$ cat config.mk
export PLATFORM = sky130hd
export DESIGN_NAME = fifo_wr_arbiter
export DESIGN_NICKNAME = d
export VERILOG_FILES = /design/src/rtl/fifo_wr_arbiter.sv
export SDC_FILE = /design/constraint.sdc
export NUM_CORES = 1
export LEC_CHECK = 0
export CAP_MARGIN = 20
export CORE_MARGIN = 3
export CORE_UTILIZATION = 32
export CTS_BUF_LIST = sky130_fd_sc_hd__clkbuf_4 sky130_fd_sc_hd__clkbuf_8
export DETAILED_ROUTE_END_ITERATION = 12
export GPL_ROUTABILITY_DRIVEN = 1
export PLACE_DENSITY = 0.78
export SETUP_SLACK_MARGIN = 0.1
export SYNTH_ARGS = -nofsm -noshare
export SYNTH_HDL_FRONTEND = slang
export SYNTH_SLANG_ARGS = --single-unit
$ cat constraint.sdc
create_clock -name clk -period 2.05 [get_ports clk]
set_input_delay 0.3075 -clock clk [delete_from_list [all_inputs] [get_ports clk]]
set_output_delay 0.3075 -clock clk [all_outputs]
set_load 0.005 [all_outputs]
$ cat src/rtl/fifo_wr_arbiter.sv
// fifo_wr_arbiter: round-robin packet-locking arbiter for a FIFO write port; FIFO_ARB_STATS_EN adds per-requester packet counters
module fifo_wr_arbiter #(
  parameter int NUM_REQ    = 4,
  parameter int DATA_WIDTH = 8,
  parameter int ID_WIDTH   = $clog2(NUM_REQ)
`ifdef FIFO_ARB_STATS_EN
  , parameter int CNT_WIDTH = 16
`endif
) (
  input  logic                          clk,
  input  logic                          rst,
  input  logic [NUM_REQ-1:0]            req_valid,
  input  logic [NUM_REQ*DATA_WIDTH-1:0] req_data,
  input  logic [NUM_REQ-1:0]            req_last,
  output logic [NUM_REQ-1:0]            req_ready,
  output logic                          fifo_wen,
  output logic [DATA_WIDTH-1:0]         fifo_wdata,
  input  logic                          fifo_full,
  output logic [ID_WIDTH-1:0]           grant_id,
  output logic                          busy
`ifdef FIFO_ARB_STATS_EN
  , output logic [NUM_REQ*CNT_WIDTH-1:0] grant_cnt
`endif
);
  typedef enum logic {IDLE, LOCKED} state_t;
  localparam logic [ID_WIDTH:0] NR = (ID_WIDTH+1)'(NUM_REQ);
  state_t state_q, state_d;
  logic [ID_WIDTH-1:0] owner_q, owner_d, rr_ptr_q, rr_ptr_d;
  logic [ID_WIDTH-1:0] win, idx, sel, nxt;
  logic [ID_WIDTH:0] sum;
  logic found, has_sel, xfer;
  // round-robin search from rr_ptr; descending loop lets the closest valid requester win
  always_comb begin
    win = '0;
    found = 1'b0;
    sum = '0;
    idx = '0;
    for (int k = NUM_REQ-1; k >= 0; k--) begin
      sum = {1'b0, rr_ptr_q} + (ID_WIDTH+1)'(k);
      idx = ID_WIDTH'(sum >= NR ? sum - NR : sum);
      if (req_valid[idx]) begin
        win = idx;
        found = 1'b1;
      end
    end
  end
  // selection, handshake outputs and next state; the lock pins selection to the owner
  always_comb begin
    sel = state_q == LOCKED ? owner_q : win;
    has_sel = state_q == LOCKED || found;
    xfer = has_sel && req_valid[sel] && !fifo_full;
    nxt = sel == ID_WIDTH'(NUM_REQ-1) ? '0 : sel + 1'b1;
    state_d = state_q;
    owner_d = owner_q;
    rr_ptr_d = rr_ptr_q;
    if (xfer && req_last[sel]) begin
      state_d = IDLE;
      rr_ptr_d = nxt;
    end else if (xfer && state_q == IDLE) begin
      state_d = LOCKED;
      owner_d = sel;
    end
    req_ready = xfer ? NUM_REQ'(1) << sel : '0;
    fifo_wen = xfer;
    fifo_wdata = has_sel ? req_data[sel*DATA_WIDTH +: DATA_WIDTH] : '0;
    grant_id = has_sel ? sel : '0;
    busy = state_q == LOCKED;
  end
  // state, owner and round-robin pointer registers
  always_ff @(posedge clk) begin
    if (rst) begin
      state_q <= IDLE;
      owner_q <= '0;
      rr_ptr_q <= '0;
    end else begin
      state_q <= state_d;
      owner_q <= owner_d;
      rr_ptr_q <= rr_ptr_d;
    end
  end
`ifdef FIFO_ARB_STATS_EN
  logic [CNT_WIDTH-1:0] cnt_q [NUM_REQ];
  // saturating completed-packet counters, bumped when a last beat transfers
  always_ff @(posedge clk) begin
    if (rst) cnt_q <= '{default: '0};
    else if (xfer && req_last[sel] && cnt_q[sel] != '1) cnt_q[sel] <= cnt_q[sel] + 1'b1;
  end
  for (genvar g = 0; g < NUM_REQ; g++) begin : g_cnt
    assign grant_cnt[g*CNT_WIDTH +: CNT_WIDTH] = cnt_q[g];
  end
`endif
endmodule

==> impl.org <==
** Outcome
- The run finished, with violations left.
- Failing checks :: setup timing

** Logic synthesis
- In the post-synthesis netlist, the biggest area contributors are sky130_fd_sc_hd__mux2i_1, sky130_fd_sc_hd__dfxtp_1, sky130_fd_sc_hd__ha_1.
- Share of async-settable or async-resettable flops after synthesis :: 0%
- For this run, the number of Yosys warnings is 0.
- Most repeated cell in the gate-level netlist after synthesis :: sky130_fd_sc_hd__mux2i_1
- Yosys mapped a number of flops with a built-in enable equal to 0.
- Dividing the synthesized area by the synthesized cell count gives 8.26 um^2.
- For this run, the leading register cell type out of synthesis is sky130_fd_sc_hd__dfxtp_1.
- The top cell type by area accounts for 19.2% of the synthesized area.
- Summing the sequential cell areas from Yosys gives 12.0% of the chip area.
- When the netlist entered floorplanning its net count stood at 148.
- Top cell types by occurrence after synthesis :: sky130_fd_sc_hd__mux2i_1, sky130_fd_sc_hd__nand2_1, sky130_fd_sc_hd__dfxtp_1, sky130_fd_sc_hd__nor2_1, sky130_fd_sc_hd__o22ai_1
- The cell count after synthesis came out at 101.
- Unique cell type count in the Yosys netlist :: 42
- Yosys reg bits :: 5
- Top cell type by total area after synthesis :: sky130_fd_sc_hd__mux2i_1
- Mapped Area :: 835 um^2

** Finish
- After the last flow step, the layout net total stands at 248.
- Final core utilization :: 82.8%
- 0 antenna diodes ended up in the layout.
- Synth-to-Final Area Change :: 132%
- Post-route standard cell area excluding fillers :: 1940 um^2
- Share of cells above drive strength 1 :: 52.5%

** Setup path
- For this design, the slowest cell found on the critical path is sky130_fd_sc_hd__a311o_1.
- CP Data Arrival Time :: 2080 ps
- At the worst endpoint, the required time is 1740 ps.
- The worst register-to-register path ends at owner_q[1].
- STA classifies the critical path endpoint as a primary output.
- Chain of cells forming the critical path :: clkdlybuf4s15_2, nor2b_4, a2111oi_4, or3_4, inv_6, a311o_1, nand3_4, inv_4, buf_6, and2_4, buf_6
- In this run the register-to-register setup slack is -210 ps.
- Element type at the critical path start :: input pin
- For the worst flop-to-flop path, the logic depth is 10.
- Counting both buffers and inverters, the worst setup path holds a total of 5.
- Counting stages on the worst path, the most repeated cell is sky130_fd_sc_hd__buf_6.
- Along the worst path, the maximum fanout reaches 4.
- Grouping stages by cell kind, the critical path spends the most delay in compound AO/OA/AOI/OAI gates.
- Crit Reg-Reg Startpoint :: rr_ptr_q[0]
- The critical path in this run is classified as input pin to primary output.
- Longest individual stage delay on the worst path :: 350 ps
- Path length in cells of the critical path :: 11

** Clocking
- Root buf cell :: sky130_fd_sc_hd__clkbuf_4
- CTS buffer count :: 3
- Counting every sink on the clock net gives 5.
- TritonCTS built the clock tree.
- Clock-pin transition on the worst setup and hold timing paths :: 50 ps
- In this run the number of H-tree levels came out at 1.
- Insertion delay of the later-clocked pin in the worst-skew pair :: 250 ps
- Number of hold buffers added after cts :: 0
- Max clock buf depth :: 2

** Drt
- The pre-antenna-repair detailed-routing pass consisted of 4 iterations.
- After the first detailed-routing iteration, the DRC count stood at 19.
- DRC violations left :: 0
- Once detail routing completed, the nets flagged for antenna violations numbered 0.
- After detailed routing, the average wire length per cell comes to 14.9 um.
- Across all layers, the routed design uses 1208 vias.
- The routed design has 3410 um of wire.
- Detailed-route vias per instance :: 5.30

** STA
- Measured against its own limit, the worst slew margin works out to 59.5%.
- Timing would allow up to 419 MHz.
- Setup repair after global routing missed its margin :: yes
- Dividing the final minimum period by the clock period gives 117%.
- Final Critical Period :: 2390 ps
- Post-route clock skew :: 6.05 ps
- For the pin with the worst max-slew slack, the measured transition is 603 ps.
- Max-slew violation count :: 0
- In the post-route analysis, the smallest setup slack over all paths is -339 ps.
- Worst hold slack after final layout :: 548 ps
- Setup violations remaining at the end of the flow were counted as 18.
- The final hold violation count was 0.

** Floorplanning
- Cell row count :: 17
- Area of the core :: 2340 um^2
- Once the floorplan was initialized, standard cells occupied 35.7% of the core.
- From bottom edge to top edge, the die measures 57.1 um.
- I/O pin cnt :: 59
- The floorplan step defined a die boundary enclosing 3260 um^2.
- The floorplan step set the die width to 57.1 um.

** Placement
- Detailed placement ended at an HPWL of 2400 um.
- Buffers added on ports :: 58
- At the end of routability-driven placement, the weighted congestion stood at 0.823.
- Placed standard-cell area :: 1640 um^2

** Pwr
- VDD sags by at most 0.000510 V.
- Leakage power :: 0.883 nW
- Power density over cell area :: 736 nW/um^2

** Global route
- The first global-routing pass estimated 5600 um of wire.
- Entering global routing, the biggest net connects 15 pins.
- Total congestion overflow :: 0
- Global-route usage over all layers :: 21.3%
- The via count of the first global-routing pass was 1328.
- The number of antenna violations at the first check in global routing was 0.

** Flow run
- Max-cap violations in this run came to 0.

** Hold path
- In this run the most critical hold path is launched from owner_q[0].
- In this run the worst hold path is classified as flop to flop.
- Cells on Worst Hold Path :: 2
- The path with the worst hold slack has its endpoint at owner_q[0].
## logic make-up (layout without fill, tap and decap cells)
| family | count (synthesis) | after routing | share of synthesized area, % |
|---|---|---|---|
| adders and majority gates | 4 | 4 | 6.00 |
| buffers and inverters | 12 | 111 | 7.50 |
| and+or+nand+nor | 38 | 38 | 29.1 |
| DFF | 5 | 5 | 12.0 |
| muxes | 17 | 17 | 21.0 |
| AOI/OAI and AO/OA | 25 | 25 | 24.4 |
## area by class of cell
class	count	area (um^2)
Inverter	7	41.3
Multi-Input combinational cell	84	813
Timing Repair inverter	1	6.26
Fill cell	135	402
Timing Repair Buffer	99	903
Sequential cell	5	109
Clock buffer	4	30.0
Tap cell	28	35.0
## state kept, by name, summed over array words and instances, names as in the netlist
register	count
owner_q	2
rr_ptr_q	2
busy	1
## cell usage in the layout, fill, tap and decap left out, types with 2 or more instances in the layout
cell type / synthesis / routed
sky130_fd_sc_hd__o21ai_0: 3 / 2
sky130_fd_sc_hd__mux2i_2: 0 / 2
sky130_fd_sc_hd__o22ai_1: 5 / 5
sky130_fd_sc_hd__ha_1: 4 / 2
sky130_fd_sc_hd__dlygate4sd2_1: 0 / 2
sky130_fd_sc_hd__mux2i_1: 16 / 12
sky130_fd_sc_hd__buf_4: 1 / 30
sky130_fd_sc_hd__clkdlybuf4s50_1: 0 / 39
sky130_fd_sc_hd__nor2_1: 5 / 5
sky130_fd_sc_hd__inv_6: 0 / 2
sky130_fd_sc_hd__dfxtp_1: 5 / 2
sky130_fd_sc_hd__a211oi_2: 1 / 4
sky130_fd_sc_hd__mux2i_4: 0 / 2
sky130_fd_sc_hd__clkbuf_4: 0 / 4
sky130_fd_sc_hd__dfxtp_4: 0 / 2
sky130_fd_sc_hd__inv_4: 1 / 3
sky130_fd_sc_hd__inv_1: 4 / 2
sky130_fd_sc_hd__nor2b_4: 0 / 2
sky130_fd_sc_hd__o21a_1: 3 / 2
sky130_fd_sc_hd__and3_4: 0 / 2
sky130_fd_sc_hd__buf_2: 3 / 8
sky130_fd_sc_hd__buf_6: 1 / 15
sky130_fd_sc_hd__nand2_1: 12 / 9
sky130_fd_sc_hd__nand2_2: 0 / 3
sky130_fd_sc_hd__and2_4: 0 / 4
## through the flow
| step | setup WS (ps) | TNS (ps) | std cells | power [W] |
|---|---|---|---|---|
| global placement | -871 | -14300 | 207 | 0.00103 |
| CTS | -345 | -4030 | 226 | 0.00135 |
| detailed placement | -934 | -15170 | 207 | 0.00104 |
| floorplan | 77.8 | 0 | 101 | 0.000609 |
| global route | -416 | -5670 | 228 | 0.00153 |
| finish | -339 | -3940 | 228 | 0.00143 |
## routing by layer
metal / track usage [%] / part of all wire [%] / routed length (um) / up-vias
li1: - / - / - / 576
met1: 23.8 / 38 / 1310 / 546
met3: 7.47 / 11 / 368 / 10
met5: 0 / 0 / 0 / -
met2: 38.8 / 49 / 1670 / 76
met4: 4.64 / 1.7 / 57 / 0
## what timing repair did
| item | CTS | global route |
|---|---|---|
| gates resized for setup | 107 | 14 |
| cloned | 1 | 0 |
| pin swaps | 19 | 5 |
| setup endpoints to repair | 20 | 20 |
| setup buffers | 14 | 2 |
## tightest hold or removal path: cells and delay by family, from the launching register on
kind,cells,cell delay (ps)
flip-flops,1,310
AO/OA/AOI/OAI,2,190
## where the power goes
group / total (W) / internal, W / switching (W)
registers: 0.000133 / 0.000116 / 0.0000168
clock network: 0.000135 / 0.0000873 / 0.0000475
logic: 0.00116 / 0.000673 / 0.000485
total: 0.00143 / 0.000876 / 0.000549
## worst max path at each step
stage / to / start
after floorplan: req_ready[0] / req_valid[0]
after global placement: fifo_wdata[3] / req_valid[2]
after detailed placement: fifo_wdata[3] / req_valid[2]
after CTS: req_ready[2] / rr_ptr_q[0]
after global routing: req_ready[2] / rr_ptr_q[0]
final: req_ready[2] / req_valid[2]
No activity file was read; power rests on OpenSTA's default activity.
